[config.mk]
export PLATFORM = sky130hd
export DESIGN_NAME = multicycle_ctrl_fsm
export DESIGN_NICKNAME = d
export VERILOG_FILES = /design/src/rtl/rv_ctrl_pkg.sv /design/src/rtl/alu_decoder.sv /design/src/rtl/multicycle_ctrl_fsm.sv
export SDC_FILE = /design/constraint.sdc
export NUM_CORES = 1
export LEC_CHECK = 0
export ABC_AREA = 1
export CORE_AREA = 2 2 44 46
export DETAILED_ROUTE_END_ITERATION = 16
export DIE_AREA = 0 0 46 48
export MAX_ROUTING_LAYER = met4
export PLACE_DENSITY = 0.85
export SKIP_CTS_REPAIR_TIMING = 1
export SYNTH_ARGS = -nofsm -noshare
export SYNTH_HDL_FRONTEND = slang
export SYNTH_SLANG_ARGS = --single-unit
[constraint.sdc]
create_clock -name clk -period 5.56 [get_ports clk]
set_input_delay 1.668 -clock clk [delete_from_list [all_inputs] [get_ports clk]]
set_output_delay 1.668 -clock clk [all_outputs]
set_load 0.005 [all_outputs]
[src/rtl/rv_ctrl_pkg.sv]
`default_nettype none
// ============================================================================
// Module   : rv_ctrl_pkg
// Purpose  : Shared encodings for the multi-cycle RV32I controller: FSM
//            states, opcodes, ALU selects, ALUOp and datapath mux selects,
//            plus the opcode-to-immediate-format helper.
// Ports    : none (package)
// Revision : 1.0 - initial release
// ============================================================================
package rv_ctrl_pkg;

  typedef enum logic [3:0] {
    FETCH    = 4'd0,
    DECODE   = 4'd1,
    MEMADR   = 4'd2,
    MEMREAD  = 4'd3,
    MEMWB    = 4'd4,
    MEMWRITE = 4'd5,
    EXECUTER = 4'd6,
    EXECUTEI = 4'd7,
    ALUWB    = 4'd8,
    BEQ      = 4'd9,
    JAL      = 4'd10,
    TRAP     = 4'd11
  } state_t;

  // Opcodes (instr[6:0])
  localparam logic [6:0] OP_LOAD   = 7'b0000011;
  localparam logic [6:0] OP_STORE  = 7'b0100011;
  localparam logic [6:0] OP_RTYPE  = 7'b0110011;
  localparam logic [6:0] OP_ITYPE  = 7'b0010011;
  localparam logic [6:0] OP_BRANCH = 7'b1100011;
  localparam logic [6:0] OP_JAL    = 7'b1101111;

  // ALU selects
  localparam logic [2:0] ALU_ADD = 3'b000;
  localparam logic [2:0] ALU_SUB = 3'b001;
  localparam logic [2:0] ALU_AND = 3'b010;
  localparam logic [2:0] ALU_OR  = 3'b011;
  localparam logic [2:0] ALU_SLT = 3'b101;

  // ALUOp
  localparam logic [1:0] ALUOP_ADD   = 2'b00;
  localparam logic [1:0] ALUOP_SUB   = 2'b01;
  localparam logic [1:0] ALUOP_FUNCT = 2'b10;

  // Operand A select
  localparam logic [1:0] SRCA_PC    = 2'b00;
  localparam logic [1:0] SRCA_OLDPC = 2'b01;
  localparam logic [1:0] SRCA_RS1   = 2'b10;

  // Operand B select
  localparam logic [1:0] SRCB_RS2  = 2'b00;
  localparam logic [1:0] SRCB_IMM  = 2'b01;
  localparam logic [1:0] SRCB_FOUR = 2'b10;

  // Result select
  localparam logic [1:0] RES_ALUOUT    = 2'b00;
  localparam logic [1:0] RES_MEMDATA   = 2'b01;
  localparam logic [1:0] RES_ALURESULT = 2'b10;

  // Immediate formats
  localparam logic [1:0] IMM_I = 2'b00;
  localparam logic [1:0] IMM_S = 2'b01;
  localparam logic [1:0] IMM_B = 2'b10;
  localparam logic [1:0] IMM_J = 2'b11;

  // Immediate format depends only on the opcode, independent of state.
  function automatic logic [1:0] imm_src_of(input logic [6:0] op);
    logic [1:0] imm;
    case (op)
      OP_ITYPE, OP_LOAD: imm = IMM_I;
      OP_STORE:          imm = IMM_S;
      OP_BRANCH:         imm = IMM_B;
      OP_JAL:            imm = IMM_J;
      default:           imm = IMM_I;
    endcase
    return imm;
  endfunction

endpackage
`default_nettype wire

[src/rtl/alu_decoder.sv]
`default_nettype none
// ============================================================================
// Module   : alu_decoder
// Purpose  : Combinational ALU select decode from ALUOp and function fields.
// Ports    : aluop[1:0]       - 00 add, 01 sub, 10 funct decode
//            funct3[2:0]      - instr[14:12]
//            op5              - instr[5], distinguishes R-type from I-type
//            funct7b5         - instr[30]
//            alu_control[2:0] - ALU select
//            funct_illegal    - funct3 not supported by the funct decode
// Revision : 1.0 - initial release
// ============================================================================
module alu_decoder
  import rv_ctrl_pkg::*;
(
  input  logic [1:0] aluop,
  input  logic [2:0] funct3,
  input  logic       op5,
  input  logic       funct7b5,
  output logic [2:0] alu_control,
  output logic       funct_illegal
);

  logic [2:0] w_funct_alu;

  // funct_illegal is evaluated regardless of aluop so the FSM can screen the
  // instruction while still in DECODE (where the ALU is doing an add).
  always_comb begin
    w_funct_alu   = ALU_ADD;
    funct_illegal = 1'b0;
    case (funct3)
      3'b000:  w_funct_alu = (op5 & funct7b5) ? ALU_SUB : ALU_ADD; // addi never subtracts
      3'b010:  w_funct_alu = ALU_SLT;
      3'b110:  w_funct_alu = ALU_OR;
      3'b111:  w_funct_alu = ALU_AND;
      default: funct_illegal = 1'b1;
    endcase
  end

  always_comb begin
    case (aluop)
      ALUOP_SUB:   alu_control = ALU_SUB;
      ALUOP_FUNCT: alu_control = w_funct_alu;
      default:     alu_control = ALU_ADD;
    endcase
  end

endmodule
`default_nettype wire

[src/rtl/multicycle_ctrl_fsm.sv]
`default_nettype none
// ============================================================================
// Module   : multicycle_ctrl_fsm
// Purpose  : Main Moore controller for the multi-cycle RV32I core. Sequences
//            PC/IR/regfile/memory enables and drives ALU and mux selects.
// Ports    : clk, rst (async, active high)
//            op[6:0], funct3[2:0], funct7b5 - fields from the instr register
//            zero       - ALU zero flag of the current cycle
//            mem_ready  - memory access completes this cycle
//            pc_write, adr_src, mem_write, ir_write, reg_write - enables/selects
//            result_src[1:0], alu_src_a[1:0], alu_src_b[1:0]  - mux selects
//            alu_control[2:0], imm_src[1:0]                    - ALU / imm
//            instr_retired - pulse in last cycle of each instruction
//            illegal       - sticky illegal-instruction flag
// Revision : 1.0 - initial release
// ============================================================================
module multicycle_ctrl_fsm
  import rv_ctrl_pkg::*;
#(
  parameter int USE_MEM_READY = 1
) (
  input  logic       clk,
  input  logic       rst,
  input  logic [6:0] op,
  input  logic [2:0] funct3,
  input  logic       funct7b5,
  input  logic       zero,
  input  logic       mem_ready,
  output logic       pc_write,
  output logic       adr_src,
  output logic       mem_write,
  output logic       ir_write,
  output logic [1:0] result_src,
  output logic [1:0] alu_src_a,
  output logic [1:0] alu_src_b,
  output logic [2:0] alu_control,
  output logic [1:0] imm_src,
  output logic       reg_write,
  output logic       instr_retired,
  output logic       illegal
);

  state_t     state_q, state_d;
  logic       illegal_q, illegal_d;
  logic       w_mem_ready;
  logic [1:0] w_aluop;
  logic       w_funct_illegal;

  generate
    if (USE_MEM_READY != 0) begin : g_mem_ready_used
      assign w_mem_ready = mem_ready;
    end else begin : g_mem_ready_ignored
      logic w_mem_ready_unused;
      assign w_mem_ready_unused = mem_ready;
      assign w_mem_ready        = 1'b1;
    end
  endgenerate

  alu_decoder u_alu_decoder (
    .aluop        (w_aluop),
    .funct3       (funct3),
    .op5          (op[5]),
    .funct7b5     (funct7b5),
    .alu_control  (alu_control),
    .funct_illegal(w_funct_illegal)
  );

  assign imm_src = imm_src_of(op);
  assign illegal = illegal_q;

  // Next state
  always_comb begin
    state_d = state_q;
    case (state_q)
      FETCH:    if (w_mem_ready) state_d = DECODE;
      DECODE: begin
        case (op)
          OP_LOAD, OP_STORE: state_d = MEMADR;
          OP_RTYPE:          state_d = w_funct_illegal ? TRAP : EXECUTER;
          OP_ITYPE:          state_d = w_funct_illegal ? TRAP : EXECUTEI;
          OP_BRANCH:         state_d = (funct3 != 3'b000) ? TRAP : BEQ;
          OP_JAL:            state_d = JAL;
          default:           state_d = TRAP;
        endcase
      end
      MEMADR:   state_d = (op == OP_LOAD) ? MEMREAD : MEMWRITE;
      MEMREAD:  if (w_mem_ready) state_d = MEMWB;
      MEMWB:    state_d = FETCH;
      MEMWRITE: if (w_mem_ready) state_d = FETCH;
      EXECUTER: state_d = ALUWB;
      EXECUTEI: state_d = ALUWB;
      ALUWB:    state_d = FETCH;
      BEQ:      state_d = FETCH;
      JAL:      state_d = ALUWB;
      TRAP:     state_d = TRAP;
      default:  state_d = FETCH;
    endcase
  end

  // Flag rises together with the entry into TRAP so it is visible in the
  // first TRAP cycle.
  always_comb begin
    illegal_d = illegal_q | (state_d == TRAP);
  end

  // Moore outputs
  always_comb begin
    pc_write      = 1'b0;
    adr_src       = 1'b0;
    mem_write     = 1'b0;
    ir_write      = 1'b0;
    result_src    = RES_ALUOUT;
    alu_src_a     = SRCA_PC;
    alu_src_b     = SRCB_RS2;
    w_aluop       = ALUOP_ADD;
    reg_write     = 1'b0;
    instr_retired = 1'b0;
    case (state_q)
      FETCH: begin
        alu_src_b  = SRCB_FOUR;
        result_src = RES_ALURESULT;
        pc_write   = w_mem_ready;
        ir_write   = w_mem_ready;
      end
      DECODE: begin
        alu_src_a = SRCA_OLDPC;
        alu_src_b = SRCB_IMM;
      end
      MEMADR: begin
        alu_src_a = SRCA_RS1;
        alu_src_b = SRCB_IMM;
      end
      MEMREAD: adr_src = 1'b1;
      MEMWB: begin
        result_src    = RES_MEMDATA;
        reg_write     = 1'b1;
        instr_retired = 1'b1;
      end
      MEMWRITE: begin
        adr_src       = 1'b1;
        mem_write     = 1'b1;
        instr_retired = w_mem_ready;
      end
      EXECUTER: begin
        alu_src_a = SRCA_RS1;
        alu_src_b = SRCB_RS2;
        w_aluop   = ALUOP_FUNCT;
      end
      EXECUTEI: begin
        alu_src_a = SRCA_RS1;
        alu_src_b = SRCB_IMM;
        w_aluop   = ALUOP_FUNCT;
      end
      ALUWB: begin
        reg_write     = 1'b1;
        instr_retired = 1'b1;
      end
      BEQ: begin
        alu_src_a     = SRCA_RS1;
        alu_src_b     = SRCB_RS2;
        w_aluop       = ALUOP_SUB;
        pc_write      = zero;
        instr_retired = 1'b1;
      end
      JAL: begin
        alu_src_a = SRCA_OLDPC;
        alu_src_b = SRCB_FOUR;
        pc_write  = 1'b1;
      end
      default: ;
    endcase
    // Reset is asynchronous: suppress all side effects immediately rather
    // than waiting for the state register to be cleared.
    if (rst) begin
      pc_write      = 1'b0;
      ir_write      = 1'b0;
      mem_write     = 1'b0;
      reg_write     = 1'b0;
      instr_retired = 1'b0;
    end
  end

  always_ff @(posedge clk or posedge rst) begin
    if (rst) begin
      state_q   <= FETCH;
      illegal_q <= 1'b0;
    end else begin
      state_q   <= state_d;
      illegal_q <= illegal_d;
    end
  end

endmodule
`default_nettype wire

# Word-level counts from Yosys, hierarchy flattened
# Index checks and enable logic that the tools add are counted.
# classes
n_eq_ne,23
muxes,28
bitwise,2
reduce_logical,14
# op_table
cell,n
one-hot mux 4 bit (7 select lines),1
== test 4 bit (second input constant),5
2-to-1 mux 4 bit,5
one-hot mux 4 bit (5 select lines),1
== test 4 x 3 -> 1 bit (second input constant),4
one-hot mux 2 bit (2 select lines),4
== test 7 x 6 -> 1 bit (second input constant),2
== test 7 bit (second input constant),2
one-hot mux 3 bit (4 select lines),1
OR reduction 2 bit,6
2-to-1 mux 1 bit,10
OR reduction 3 bit,3
== test 4 x 2 -> 1 bit (second input constant),2
OR reduction 4 bit,2
== test 7 x 2 -> 1 bit (second input constant),1
== test 7 x 5 -> 1 bit (second input constant),1
== test 3 bit (second input constant),2
one-hot mux 2 bit (3 select lines),1
one-hot mux 3 bit (2 select lines),1
== test 4 x 1 -> 1 bit (second input constant),1
logical NOT 4 bit,1
== test 3 x 2 -> 1 bit (second input constant),1
logical NOT 3 bit,1
2-to-1 mux 3 bit,1
other kinds (8),8
# totals
register_bits,5
input_bits,15
output_inout_bits,18
elab_cells,69

# Longest topological paths before layout
# logic_depth
depth_word,7
depth_mapped,10
mapped_depth_nobuf,10

# By module
# From an unflattened synthesis, not the netlist that was laid out.
# unflattened
hier_cells,128
area_unflattened_um2,693.2
# by_module_without_submodules
mod,n_inst,cells_each,area_each_um2,seq_area_each_um2
multicycle_ctrl_fsm,1,109,590.6,125.1
alu_decoder,1,19,102.6,0.0

# Least setup slack after synthesis
# No wires, ideal clock.
# synth_timing
kind,input to output
from,input op[1]
to,output imm_src[0]
t_arrival_ns,2.189
required_ns,3.892
slack_ns,1.703
stages,5
path_buffers,0
path_cell_list,nand2_1 nor2_1 nand2_1 nand2_1 and3_1
# synth_via
elab_chain_cells,2
word_cells_on_any_way,4
classes_between,3 x eq/ne; 1 x mux
# synth_rtl
item,line_no,source
from (decl),multicycle_ctrl_fsm.sv:24,"input logic [6:0] op,"
== test 7 bit / == test 7 x 6 -> 1 bit (equally long branches),rv_ctrl_pkg.sv:71,case (op)
one-hot mux 2 bit (3 select lines) (*),rv_ctrl_pkg.sv:71,
to (decl),multicycle_ctrl_fsm.sv:37,"output logic [1:0] imm_src,"
# Every way passes the cells marked *; elsewhere a longest branch is shown, timed or not.

# Worst setup path after layout
# layout_timing
from,input op[4]
to,output imm_src[0]
# The elaborated chain is that of the path after synthesis.

==> results.cfg <==
[outcome]
status = completed

[sta]
worst_slew_pin_slew_ns = 0.2146
fin_crit_ns = 4.894
rsz0062_at_grt = false
slew_viol_final = 0
clock.fmax_mhz = 204.3
hold_viol = 0
setup_tns_ns = 0
fin_skew_ns = 0.007803
hold-worst-slack_ns = 0.4712
finalCritPeriodShare_pct = 88.02
setup_viol = 0
relSlewSlack_pct = 85.56

[placed_design]
routabilityCongestion = 0.8594
placed_area_mm2 = 0.001044
dp.final_hpwl_um = 1673
io_buffers = 32

[floorplanning]
initial_utilization_pct = 41.56
core-area_mm2 = 0.001689
rows = 15
die_w_um = 46
pin_count = 33
dieHeight_um = 48
dieArea_mm2 = 0.002208

[setup_path]
reg2reg_slack_ns = 4.23
crit_required_ns = 3.89
critPathKind = in -> out
worstReg2RegStart = state_q[1]
crit_path_end = imm_src[0]
startpoint = op[4]
critPathLaunchType = primary input
crit_path_end_kind = primary output
critPathArrivalTime_ns = 3.23
timing.rr.end = illegal
worst-r2r-cell-count = 10
path_max_fanout = 4

[global_routing]
grt_pass1_wl_um = 3056
grt_pass1_vias = 780
grt.overflow.total = 0
grt_usage_pct = 19.86
grt_max_degree = 7
antenna_found_initial = 0

[routing]
drt_wl_total_um = 1920
num_vias = 904
firstDrtPassIters = 4
routedWlPerCell_um = 10.85
drc_errors = 0
ant_nets = 0
vias_per_cell = 5.107
drt_iter0_drc = 14

[power_and_ir_drop]
clkPwrFrac_pct = 10.6
power.leakage_nw = 0.5278
intPower_w = 0.0002128
combPwrFrac_pct = 72.0
power.switching_w = 0.0001854
ir_drop_mv = 0.2115
pwr-share-seq_pct = 17.4
p_per_area_mw_per_mm2 = 372.2
switching_share_pct = 46.57

[final_layout]
layout-drive-gt1-share_pct = 15.00
fin_nets = 178
antennaDiodeCount = 0
post-route-util_pct = 63.33
area_growth_pct = 52.41
final_area_mm2 = 0.001070

[yosys]
synth_top_area_share_pct = 17.83
ys.flop_type = dfrtp_1
synth_area_leaders = dfrtp_1 18%, nand2_1 18%, inv_1 13%
synth_fp_nets = 141
seq_area_frac_synth_pct = 17.83
synth_edf_count = 0
yosys_warnings = 0
syn_area_um2 = 701.9
synth-seq-cells = 5
synthArstFlopShare_pct = 100.0
yosysUniqueCellTypes = 24
syn_inst = 124
syn_area_per_cell_um2 = 5.661
synth_largest_area_cell = dfrtp_1

[clock_network]
tritoncts = done
h-tree-depth = 1
cts-root-buf = clkbuf_4
clock_sinks = 5
numCtsBuffers = 3
clockBufferDepth = 2
clk_pin_slew_ns = 0.04
clock_latency_ns = 0.24

[job]
maxCapViolations = 0

[worst_hold_path]
worstHoldStart = illegal
hold_class = reg -> reg
-- metrics by stage --
stage                power, W  setup WS, ns  cells
floorplan           0.0002318         1.703    124
global route        0.0004433        0.5762    177
finish              0.0003982        0.6658    177
global placement    0.0003506        0.6971    173
detailed placement  0.0003589        0.6756    173
CTS                 0.0004017        0.6644    177
-- synth_stat cells, types with 2 or more instances --
master    number
a21oi_1        2
dfrtp_1        5
ha_1           2
inv_1         24
inv_2          5
nand2_1       33
nand2_2        5
nand3_1        8
nand3_2        2
nand4_1        2
nor2_1        14
nor2_2         7
nor2_4         2
o211ai_1       2
o21ai_0        2
-- per-layer routing --
| metal | up-vias | global-route usage (%) | part of all wire (%) |
|---|---|---|---|
| met4 | 0 | 4.571 | 1.1 |
| met5 | - | - | 0 |
| li1 | 460 | - | - |
| met2 | 39 | 36.11 | 51 |
| met1 | 403 | 20.72 | 42 |
| met3 | 2 | 6.415 | 5.4 |
-- worst min-delay path by stage --
| stage | endpoint | slack [ns] | cells after the start |
|---|---|---|---|
| 6_report | illegal | 0.47 | 2 |
| 5_1_grt | illegal | 0.51 | 2 |
| 4_1_cts | illegal | 0.47 | 2 |
| 3_5_place_dp | illegal | 0.46 | 2 |
| 3_3_place_gp | illegal | 0.45 | 2 |
| 2_1_floorplan | illegal | 0.46 | 2 |
-- cell usage in the layout (no fill, tap or decap), types with 2 or more instances in the layout --
master,n
nand4_1,2
inv_1,24
ha_1,2
a21oi_1,2
clkbuf_4,3
nand3_2,2
nor2_4,2
clkdlybuf4s50_1,32
nor2_2,7
nor2_1,14
dfrtp_1,5
o211ai_1,2
inv_2,5
nand2_1,33
nand3_1,8
nand2_2,5
o21ai_0,2
-- power groups by stage --
stage               Combinational, W  Clock (W)  Sequential [W]
floorplan                   0.000166          0       0.0000659
global placement            0.000282          0       0.0000691
detailed placement          0.000289          0       0.0000695
CTS                         0.000290  0.0000424       0.0000689
global route                0.000323  0.0000490       0.0000717
finish                      0.000287  0.0000421       0.0000693
-- final cells by class --
| cell class | count | area [µm²] |
|---|---|---|
| well taps | 17 | 21.27 |
| fillers | 171 | 619.3 |
| repair buffers | 32 | 320.3 |
| clock buffers | 4 | 26.28 |
| inverters | 29 | 108.9 |
| multi-input cells | 90 | 467.9 |
| flip-flops and latches | 5 | 125.1 |
-- logic make-up after synthesis --
group	share of synthesized area, %
AO/OA/AOI/OAI	11.23
adder cells (fa/ha/maj)	3.564
buffers and inverters	15.51
flip-flops	17.83
AND/OR/NAND/NOR	51.87
-- sequential cells by signal, indices dropped and copies added, names as in the netlist --
register,flops
illegal,1
state_q,4
-- worst max-delay path: stages --
cell and delay [ns]:
clkdlybuf4s50_1 0.48, inv_2 0.10, nand3_1 0.10, inv_1 0.09, nand2_1 0.06, nand2_1 0.08, and3_1 0.15, clkdlybuf4s50_1 0.50
Note: power is estimated with default switching activity, not from simulation.
